### config.mk
export PLATFORM = sky130hd
export DESIGN_NAME = seq_pattern_tx
export DESIGN_NICKNAME = d
export VERILOG_FILES = /design/src/rtl/seq_pattern_tx.sv
export SDC_FILE = /design/constraint.sdc
export NUM_CORES = 1
export LEC_CHECK = 0
export ABC_AREA = 1
export BUFFER_PORTS_ARGS = -buffer_cell sky130_fd_sc_hd__buf_2
export CAP_MARGIN = 20
export CORE_MARGIN = 2
export CORE_UTILIZATION = 46
export DETAILED_ROUTE_END_ITERATION = 10
export PLACE_DENSITY = 0.7
export SYNTH_ARGS = -nofsm -noshare
export SYNTH_HDL_FRONTEND = slang
export SYNTH_SLANG_ARGS = --single-unit
export TNS_END_PERCENT = 10
### constraint.sdc
create_clock -name clk -period 1.25 [get_ports clk]
set_input_delay 0 -clock clk [delete_from_list [all_inputs] [get_ports clk]]
set_output_delay 0 -clock clk [all_outputs]
set_load 0.02 [all_outputs]
### src/rtl/seq_pattern_tx.sv
// Serial pattern transmitter: shifts a latched pattern out MSB-first, one bit per tick,
// with optional idle gap bits between repetitions and a done pulse on completion.
module seq_pattern_tx #(
    parameter int               WIDTH       = 5,
    parameter logic [WIDTH-1:0] DEFAULT_PAT = 5'b10001,
    parameter int               CNT_W       = 4,
    parameter int               GAP_BITS    = 0,
    parameter logic             IDLE_LEVEL  = 1'b0
) (
    input  logic             clk,
    input  logic             rst_n,
    input  logic             start,
    input  logic             use_default,
    input  logic [WIDTH-1:0] pattern,
    input  logic [CNT_W-1:0] repeat_cnt,
    input  logic             tick,
    input  logic             abort,
    output logic             ready,
    output logic             bit_out,
    output logic             bit_valid,
    output logic             last,
    output logic             done
);

    localparam int IDX_W = (WIDTH > 1) ? $clog2(WIDTH) : 1;
    localparam int GAP_W = (GAP_BITS > 0) ? $clog2(GAP_BITS + 1) : 1;

    typedef enum logic [1:0] {
        S_IDLE,
        S_SHIFT,
        S_GAP,
        S_DONE
    } state_t;

    state_t           state_q, state_d;
    logic [WIDTH-1:0] pat_q, pat_d;
    logic [IDX_W-1:0] idx_q, idx_d;
    logic [CNT_W-1:0] rem_q, rem_d;
    logic [GAP_W-1:0] gap_q, gap_d;
    logic             bit_out_q, bit_out_d;
    logic             bit_valid_q, bit_valid_d;
    logic             last_q, last_d;
    logic             done_q, done_d;

    always_ff @(posedge clk or negedge rst_n) begin
        if (!rst_n) begin
            state_q     <= S_IDLE;
            pat_q       <= DEFAULT_PAT;
            idx_q       <= IDX_W'(WIDTH - 1);
            rem_q       <= '0;
            gap_q       <= '0;
            bit_out_q   <= IDLE_LEVEL;
            bit_valid_q <= 1'b0;
            last_q      <= 1'b0;
            done_q      <= 1'b0;
        end else begin
            state_q     <= state_d;
            pat_q       <= pat_d;
            idx_q       <= idx_d;
            rem_q       <= rem_d;
            gap_q       <= gap_d;
            bit_out_q   <= bit_out_d;
            bit_valid_q <= bit_valid_d;
            last_q      <= last_d;
            done_q      <= done_d;
        end
    end

    always_comb begin
        state_d     = state_q;
        pat_d       = pat_q;
        idx_d       = idx_q;
        rem_d       = rem_q;
        gap_d       = gap_q;
        bit_out_d   = bit_out_q;
        bit_valid_d = 1'b0;
        last_d      = 1'b0;
        done_d      = 1'b0;

        case (state_q)
            S_IDLE: begin
                if (start) begin
                    pat_d   = use_default ? DEFAULT_PAT : pattern;
                    rem_d   = (repeat_cnt == '0) ? CNT_W'(1) : repeat_cnt;
                    idx_d   = IDX_W'(WIDTH - 1);
                    state_d = S_SHIFT;
                end
            end
            S_SHIFT: begin
                // abort wins over tick so a stalled or running frame stops cleanly
                if (abort) begin
                    state_d = S_IDLE;
                end else if (tick) begin
                    bit_out_d   = pat_q[idx_q];
                    bit_valid_d = 1'b1;
                    if (idx_q == '0) begin
                        if (rem_q > CNT_W'(1)) begin
                            rem_d = rem_q - CNT_W'(1);
                            idx_d = IDX_W'(WIDTH - 1);
                            if (GAP_BITS > 0) begin
                                gap_d   = '0;
                                state_d = S_GAP;
                            end
                        end else begin
                            last_d  = 1'b1;
                            state_d = S_DONE;
                        end
                    end else begin
                        idx_d = idx_q - IDX_W'(1);
                    end
                end
            end
            S_GAP: begin
                if (abort) begin
                    state_d = S_IDLE;
                end else if (tick) begin
                    bit_out_d   = IDLE_LEVEL;
                    bit_valid_d = 1'b1;
                    if (gap_q == GAP_W'(GAP_BITS - 1)) begin
                        gap_d   = '0;
                        state_d = S_SHIFT;
                    end else begin
                        gap_d = gap_q + GAP_W'(1);
                    end
                end
            end
            S_DONE: begin
                done_d  = 1'b1;
                state_d = S_IDLE;
            end
            default: state_d = S_IDLE;
        endcase
    end

    assign ready     = (state_q == S_IDLE);
    assign bit_out   = bit_out_q;
    assign bit_valid = bit_valid_q;
    assign last      = last_q;
    assign done      = done_q;

endmodule

==> impl_metrics.py, run 1 <==
metrics = {
    "run_status": {
        "status": "complete, but fails checks",
        "violations": "setup timing",
    },
    "yosys": {
        "synthesis.area_mm2": 0.001181,
        "ys_warn_count": 0,
        "synth_cells": 167,
        "yosys_register_bits": 19,
        "yosysUniqueCellTypes": 21,
        "syn_nets": 188,
        "ys_seq_area_share_pct": 40.57,
        "syn_avg_cell_area_um2": 7.073,
    },
    "setup_path": {
        "worstPathArrival_ns": 1.57,
        "cp_cell_sequence": "inv_2 -> ha_4 -> inv_4 -> or2_1 -> nand2_1 -> inv_2 -> nand2_4 -> inv_4 -> nand2_1 -> nand2_1",
        "cp_slowest_cell": "dfrtp_1",
        "cp_max_fo": 6,
        "r2r-start": "state_q[1]",
        "worstReg2RegEnd": "rem_q[0]",
        "path_class": "flip-flop to flip-flop",
        "required_ns": 1.45,
        "crit_path_start_kind": "flip-flop",
        "path_common_cell": "nand2_1",
        "worstSetupEndpointType": "flip-flop",
        "r2r_setup_slack_ns": -0.12,
        "worstRegToRegCells": 10,
        "critPathLaunch": "state_q[1]",
        "slowest_delay_ns": 0.40,
    },
    "timing": {
        "hold_viol_final": 0,
        "setup_viol": 9,
        "clock_skew_ns": 0.001363,
        "worstMarginPinSlew_ns": 0.4224,
        "slew_headroom_pct": 71.84,
        "setup_ws_ns": -0.1217,
        "clock.fmax_ghz": 0.7290,
        "finalCriticalPeriod_ns": 1.372,
        "period_share_pct": 109.7,
        "tns_ns": -0.7738,
        "drv_slew": 0,
        "rsz0062_at_grt": "true",
    },
    "final_layout": {
        "ff_latch_area_um2": 480.5,
        "n_antenna_cell": 0,
        "nNetsFinal": 235,
        "synthToLayoutAreaGrowth_pct": 40.68,
        "drive_gt1_share_pct": 35.21,
        "final_cell_mix": "53 x nand2_1, 18 x buf_2, 15 x dfrtp_1",
        "final_util_pct": 67.69,
        "mostFrequentLayoutCell": "nand2_1",
        "multi_input_area_um2": 699.4,
        "fillerInstances": 207,
    },
    "route": {
        "via_per_inst": 4.889,
        "ant_nets": 0,
        "post-route-drc-count": 0,
        "wl_per_cell_um": 11.30,
        "dr.pass1.iters": 4,
        "drtIter0Drc": 26,
        "routed_wl_mm": 2.745,
        "vias": 1188,
    },
    "global_routing": {
        "grt_pass1_wl_mm": 4.443,
        "grt_max_degree": 20,
        "overflow": 0,
        "antenna_found_initial": 0,
        "grt_util_met3_pct": 3.279,
        "grt_usage_pct": 21.13,
        "grt.busiest_layer": "met2",
        "met1_usage_pct": 26.19,
        "met2_usage_pct": 35.52,
        "grt_pass1_vias": 1071,
    },
    "cts": {
        "cts_tree": "yes",
        "htree_levels": 1,
        "cts_made_buffers": 3,
        "root_buffer": "clkbuf_4",
        "clk_path_buf_depth": 2,
        "clk_latency_ns": 0.30,
        "cts.clk_slew.worst_paths_ns": 0.10,
        "cts_num_sinks": 19,
    },
    "floorplan": {
        "io_pins": 20,
        "die-height_um": 54.67,
        "coreArea_mm2": 0.002455,
        "fp.dieArea_mm2": 0.002989,
        "fp.dieW_um": 54.67,
        "num_rows": 18,
        "initial_utilization_pct": 48.11,
    },
    "power": {
        "clkPwrFrac_pct": 7.7,
        "p_sw_w": 0.001872,
        "swShare_pct": 45.76,
        "p_comb_share_pct": 64.5,
        "ir_drop_v": 0.001644,
        "p_leak_nw": 0.8589,
        "seq_power_share_pct": 27.9,
        "intPower_w": 0.002219,
        "power.density_mw_per_mm2": 2462,
    },
    "place": {
        "gp_congestion": 0.8050,
        "numPortBuffers": 19,
        "post-dp-hpwl_mm": 1.980,
    },
    "hold_path": {
        "hp-class": "input port to flip-flop",
        "min_to": "rem_q[1]",
        "hold_depth": 3,
        "worst_hold_startpoint": "repeat_cnt[1]",
    },
    "run": {
        "maxCapViolations": 0,
    },
}
==> logic make-up (layout without fill, tap and decap cells) <==
| logic type | after synthesis | in the layout | synth area share (%) |
|---|---|---|---|
| flops | 19 | 19 | 40.57 |
| xor+xnor | 1 | 1 | 0.7417 |
| compound gates | 17 | 17 | 7.521 |
| simple gates | 99 | 99 | 36.76 |
| buf+inv | 25 | 71 | 8.051 |
| fa+ha+maj | 6 | 6 | 6.356 |
==> worst max-delay path: cells and delay by family, from the launching register on <==
kind / cells / cell delay, ns
flip-flops: 1 / 0.40
buffers and inverters: 4 / 0.23
AND/OR/NAND/NOR: 5 / 0.44
adder cells (fa/ha/maj): 1 / 0.19
==> state kept, by name (all words and copies together) (netlist names), 2 cells and up <==
name / flops
pat_q: 5
state_q: 2
idx_q: 3
rem_q: 4
==> metrics by stage <==
stage | setup slack [ns] | power (W) | std cells | hold slack [ns] | instance area (µm²)
floorplan | -0.06901 | 0.002723 | 167 | -0.2956 | 1224
global placement | -0.1279 | 0.003332 | 223 | -0.04461 | 1424
detailed placement | -0.1782 | 0.003405 | 223 | -0.03363 | 1424
CTS | -0.1256 | 0.003907 | 239 | 0.01745 | 1598
global route | -0.2223 | 0.004480 | 243 | 0.02985 | 1662
finish | -0.1217 | 0.004090 | 243 | 0.01461 | 1662
==> worst max-delay path by stage <==
stage | end | slack (ns)
global route | rem_q[2] | -0.22
global placement | state_q[1] | -0.13
CTS | rem_q[0] | -0.13
finish | rem_q[0] | -0.12
detailed placement | state_q[0] | -0.18
floorplan | rem_q[0] | -0.07
==> cell type report <==
type / count / area share (%)
timing repair buffer: 43 / 19.43
multi-input combinational: 123 / 42.09
inverter: 24 / 5.723
clock buffer: 4 / 1.581
sequential: 19 / 28.92
tap: 30 / 2.259
==> power groups by stage <==
stage	combinational, W	clock (W)	sequential [W]
detailed placement	0.00226	0	0.00114
global placement	0.00220	0	0.00113
global route	0.00296	0.000349	0.00118
floorplan	0.00159	0	0.00113
finish	0.00264	0.000313	0.00114
CTS	0.00245	0.000323	0.00114
==> layer usage <==
metal / vias to the layer above / wire length [µm]
li1: 618 / -
met1: 543 / 1234
met2: 22 / 1359
met3: 5 / 93
met4: 0 / 58
met5: - / 0
==> what timing repair did <==
| action | in CTS | in global routing |
|---|---|---|
| gates resized for setup | 11 | 13 |
| hold buffers | 10 | 0 |
| endpoints found under the hold margin | 24 | 0 |
| gates cloned | 0 | 0 |
| endpoints found under the setup margin | 17 | 18 |
| buffers inserted | 2 | 4 |
| pin swaps | 4 | 4 |
==> cells in the mapped netlist, drive strengths merged <==
master  number  area [µm²]
nor2        17       71.32
dfstp        3       78.83
xor2         1       8.760
ha           6       75.07
o22ai        1       6.260
o211ai       1       7.510
inv         24       90.09
o21ai       10       50.04
buf          1       5.000
nand4        2       12.51
nor3         3       15.01
a21oi        5       25.02
nand3       15       75.07
nand2       61       254.0
dfrtp       16       400.4
or2          1       6.260
Power figures use the tool's default switching activity.
==> run 2, diff against run 1 <==
--- a/config.mk
+++ b/config.mk
@@ -12,6 +12,7 @@
 export CORE_UTILIZATION = 46
 export DETAILED_ROUTE_END_ITERATION = 10
 export PLACE_DENSITY = 0.7
+export RECOVER_POWER = 50
 export SYNTH_ARGS = -nofsm -noshare
 export SYNTH_HDL_FRONTEND = slang
 export SYNTH_SLANG_ARGS = --single-unit
==> run 2 against run 1 <==
Net effect: cell count is the same; core utilization shrank 0.051 points; first-iteration DRC count is the same; largest cell class unchanged; critical endpoint unchanged; clock-buffer cell count is the same; register-to-register slack is essentially flat; hold slack is the same; largest power group unchanged; sequential cell count is the same; combinational power is essentially flat; the flow still finishes with violations (setup timing); setup slack is the same; via count is essentially flat.
==> impl_metrics.py, run 2 (synthesis results as in run 1) <==
metrics = {
    "run_status": {
        "status": "complete, but fails checks",
        "violations": "setup timing",
    },
    "route": {
        "via_per_inst": 4.893,
        "post-route-drc-count": 0,
        "dr.pass1.iters": 4,
        "vias": 1189,
        "ant_nets": 0,
        "wl_per_cell_um": 11.29,
        "drtIter0Drc": 26,
        "routed_wl_mm": 2.743,
    },
    "run": {
        "maxCapViolations": 0,
    },
    "hold_path": {
        "hp-class": "input port to flip-flop",
    },
    "timing": {
        "clock.fmax_ghz": 0.7290,
        "period_share_pct": 109.7,
        "tns_ns": -0.7739,
        "hold_viol_final": 0,
        "rsz0062_at_grt": "true",
        "worstMarginPinSlew_ns": 1.009,
        "finalCriticalPeriod_ns": 1.372,
        "drv_slew": 0,
        "setup_viol": 9,
        "slew_headroom_pct": 32.76,
        "clock_skew_ns": 0.001363,
        "setup_ws_ns": -0.1217,
    },
    "cts": {
        "cts_num_sinks": 19,
        "cts_tree": "yes",
        "cts.clk_slew.worst_paths_ns": 0.10,
        "clk_path_buf_depth": 2,
        "cts_made_buffers": 3,
        "htree_levels": 1,
        "clk_latency_ns": 0.30,
        "root_buffer": "clkbuf_4",
    },
    "setup_path": {
        "path_common_cell": "nand2_1",
        "path_class": "flip-flop to flip-flop",
        "cp_max_fo": 6,
        "cp_slowest_cell": "dfrtp_1",
        "cp_cell_sequence": "inv_2 -> ha_4 -> inv_4 -> or2_1 -> nand2_1 -> inv_2 -> nand2_4 -> inv_4 -> nand2_1 -> nand2_1",
        "slowest_delay_ns": 0.40,
        "required_ns": 1.45,
        "worstPathArrival_ns": 1.57,
        "crit_path_start_kind": "flip-flop",
        "worstSetupEndpointType": "flip-flop",
    },
    "final_layout": {
        "drive_gt1_share_pct": 34.74,
        "nNetsFinal": 235,
        "mostFrequentLayoutCell": "nand2_1",
        "synthToLayoutAreaGrowth_pct": 40.57,
        "reg_top3": "pat_q (5), rem_q (4), idx_q (3)",
        "n_antenna_cell": 0,
        "largest_reg_flops": 5,
        "final_cell_mix": "53 x nand2_1, 17 x buf_2, 15 x dfrtp_1",
        "regMostFlops": "pat_q",
        "fin_cells": 243,
        "final_util_pct": 67.64,
        "fillerInstances": 208,
    },
    "floorplan": {
        "initial_utilization_pct": 48.11,
        "fp.dieArea_mm2": 0.002989,
        "die-height_um": 54.67,
        "io_pins": 20,
        "fp.dieW_um": 54.67,
        "coreArea_mm2": 0.002455,
        "num_rows": 18,
    },
    "place": {
        "numPortBuffers": 19,
        "dp_cells": 223,
        "post-dp-hpwl_mm": 1.980,
        "gp_congestion": 0.8050,
        "dp_slack_ns": -0.1782,
    },
    "power": {
        "p_leak_nw": 0.8561,
        "p_comb_share_pct": 64.4,
        "ir_drop_v": 0.001644,
        "swShare_pct": 45.77,
        "p_sw_w": 0.001872,
        "power.density_mw_per_mm2": 2463,
        "clkPwrFrac_pct": 7.7,
        "seq_power_share_pct": 27.9,
        "intPower_w": 0.002218,
    },
    "global_routing": {
        "grt_pass1_vias": 1071,
        "overflow": 0,
        "grt_usage_pct": 21.13,
        "antenna_found_initial": 0,
        "grt_max_degree": 20,
        "grt_pass1_wl_mm": 4.443,
    },
}
-- run 2: through the flow --
stage          hold slack, ns  cell area, µm²  power (W)
4_1_cts               0.01745            1598   0.003907
6_report              0.01461            1660   0.004090
3_5_place_dp         -0.03363            1424   0.003405
2_1_floorplan         -0.2956            1224   0.002723
5_1_grt               0.02985            1660   0.004480
3_3_place_gp         -0.04461            1424   0.003332
-- run 2: path summary, 6_finish.rpt --
path / startpoint / to / slack (ns) / depth (start not counted)
max: state_q[1] / rem_q[0] / -0.12 / 10
min: repeat_cnt[1] / rem_q[1] / 0.01 / 3
max reg2reg: state_q[1] / rem_q[0] / -0.12 / 10
min reg2reg: gap_q / gap_q / 0.48 / 1
max in group asynchronous: rst_n / state_q[0] / 0.21 / 2
min in group asynchronous: rst_n / state_q[1] / 0.37 / 2
-- run 2: power groups by stage --
| stage | logic [W] | registers, W | clock network [W] |
|---|---|---|---|
| CTS | 0.00245 | 0.00114 | 0.000323 |
| floorplan | 0.00159 | 0.00113 | 0 |
| finish | 0.00264 | 0.00114 | 0.000313 |
| global route | 0.00295 | 0.00118 | 0.000349 |
| global placement | 0.00220 | 0.00113 | 0 |
| detailed placement | 0.00226 | 0.00114 | 0 |
-- run 2: final cells by class --
type | count | area, µm² | area share [%]
multi-input combinational | 123 | 699.4 | 42.13
inverter | 24 | 95.09 | 5.727
tap | 30 | 37.54 | 2.261
clock buffer | 4 | 26.28 | 1.583
timing repair buffer | 43 | 321.6 | 19.37
sequential | 19 | 480.5 | 28.94
-- run 2: timing repair --
action / CTS / global route
gates cloned: 0 / 0
endpoints found under the hold margin: 24 / 0
pin swaps: 4 / 4
endpoints found under the setup margin: 17 / 18
resized for setup: 11 / 13
hold buffers: 10 / 0
setup buffers: 2 / 4
-- run 2: layer usage --
metal,part of all wire [%],wire length (µm),vias up,track usage (%)
met4,2.1,58,0,10.00
met5,0,0,-,0
met1,45,1230,544,26.19
met2,50,1361,22,35.52
met3,3.4,93,5,3.279
li1,-,-,618,-
-- run 2: worst max-delay path, delay by kind of cell, from the launching register on --
family	cells	cell delay, ns
buffers and inverters	4	0.23
DFF	1	0.40
and+or+nand+nor	5	0.44
adders and majority gates	1	0.19
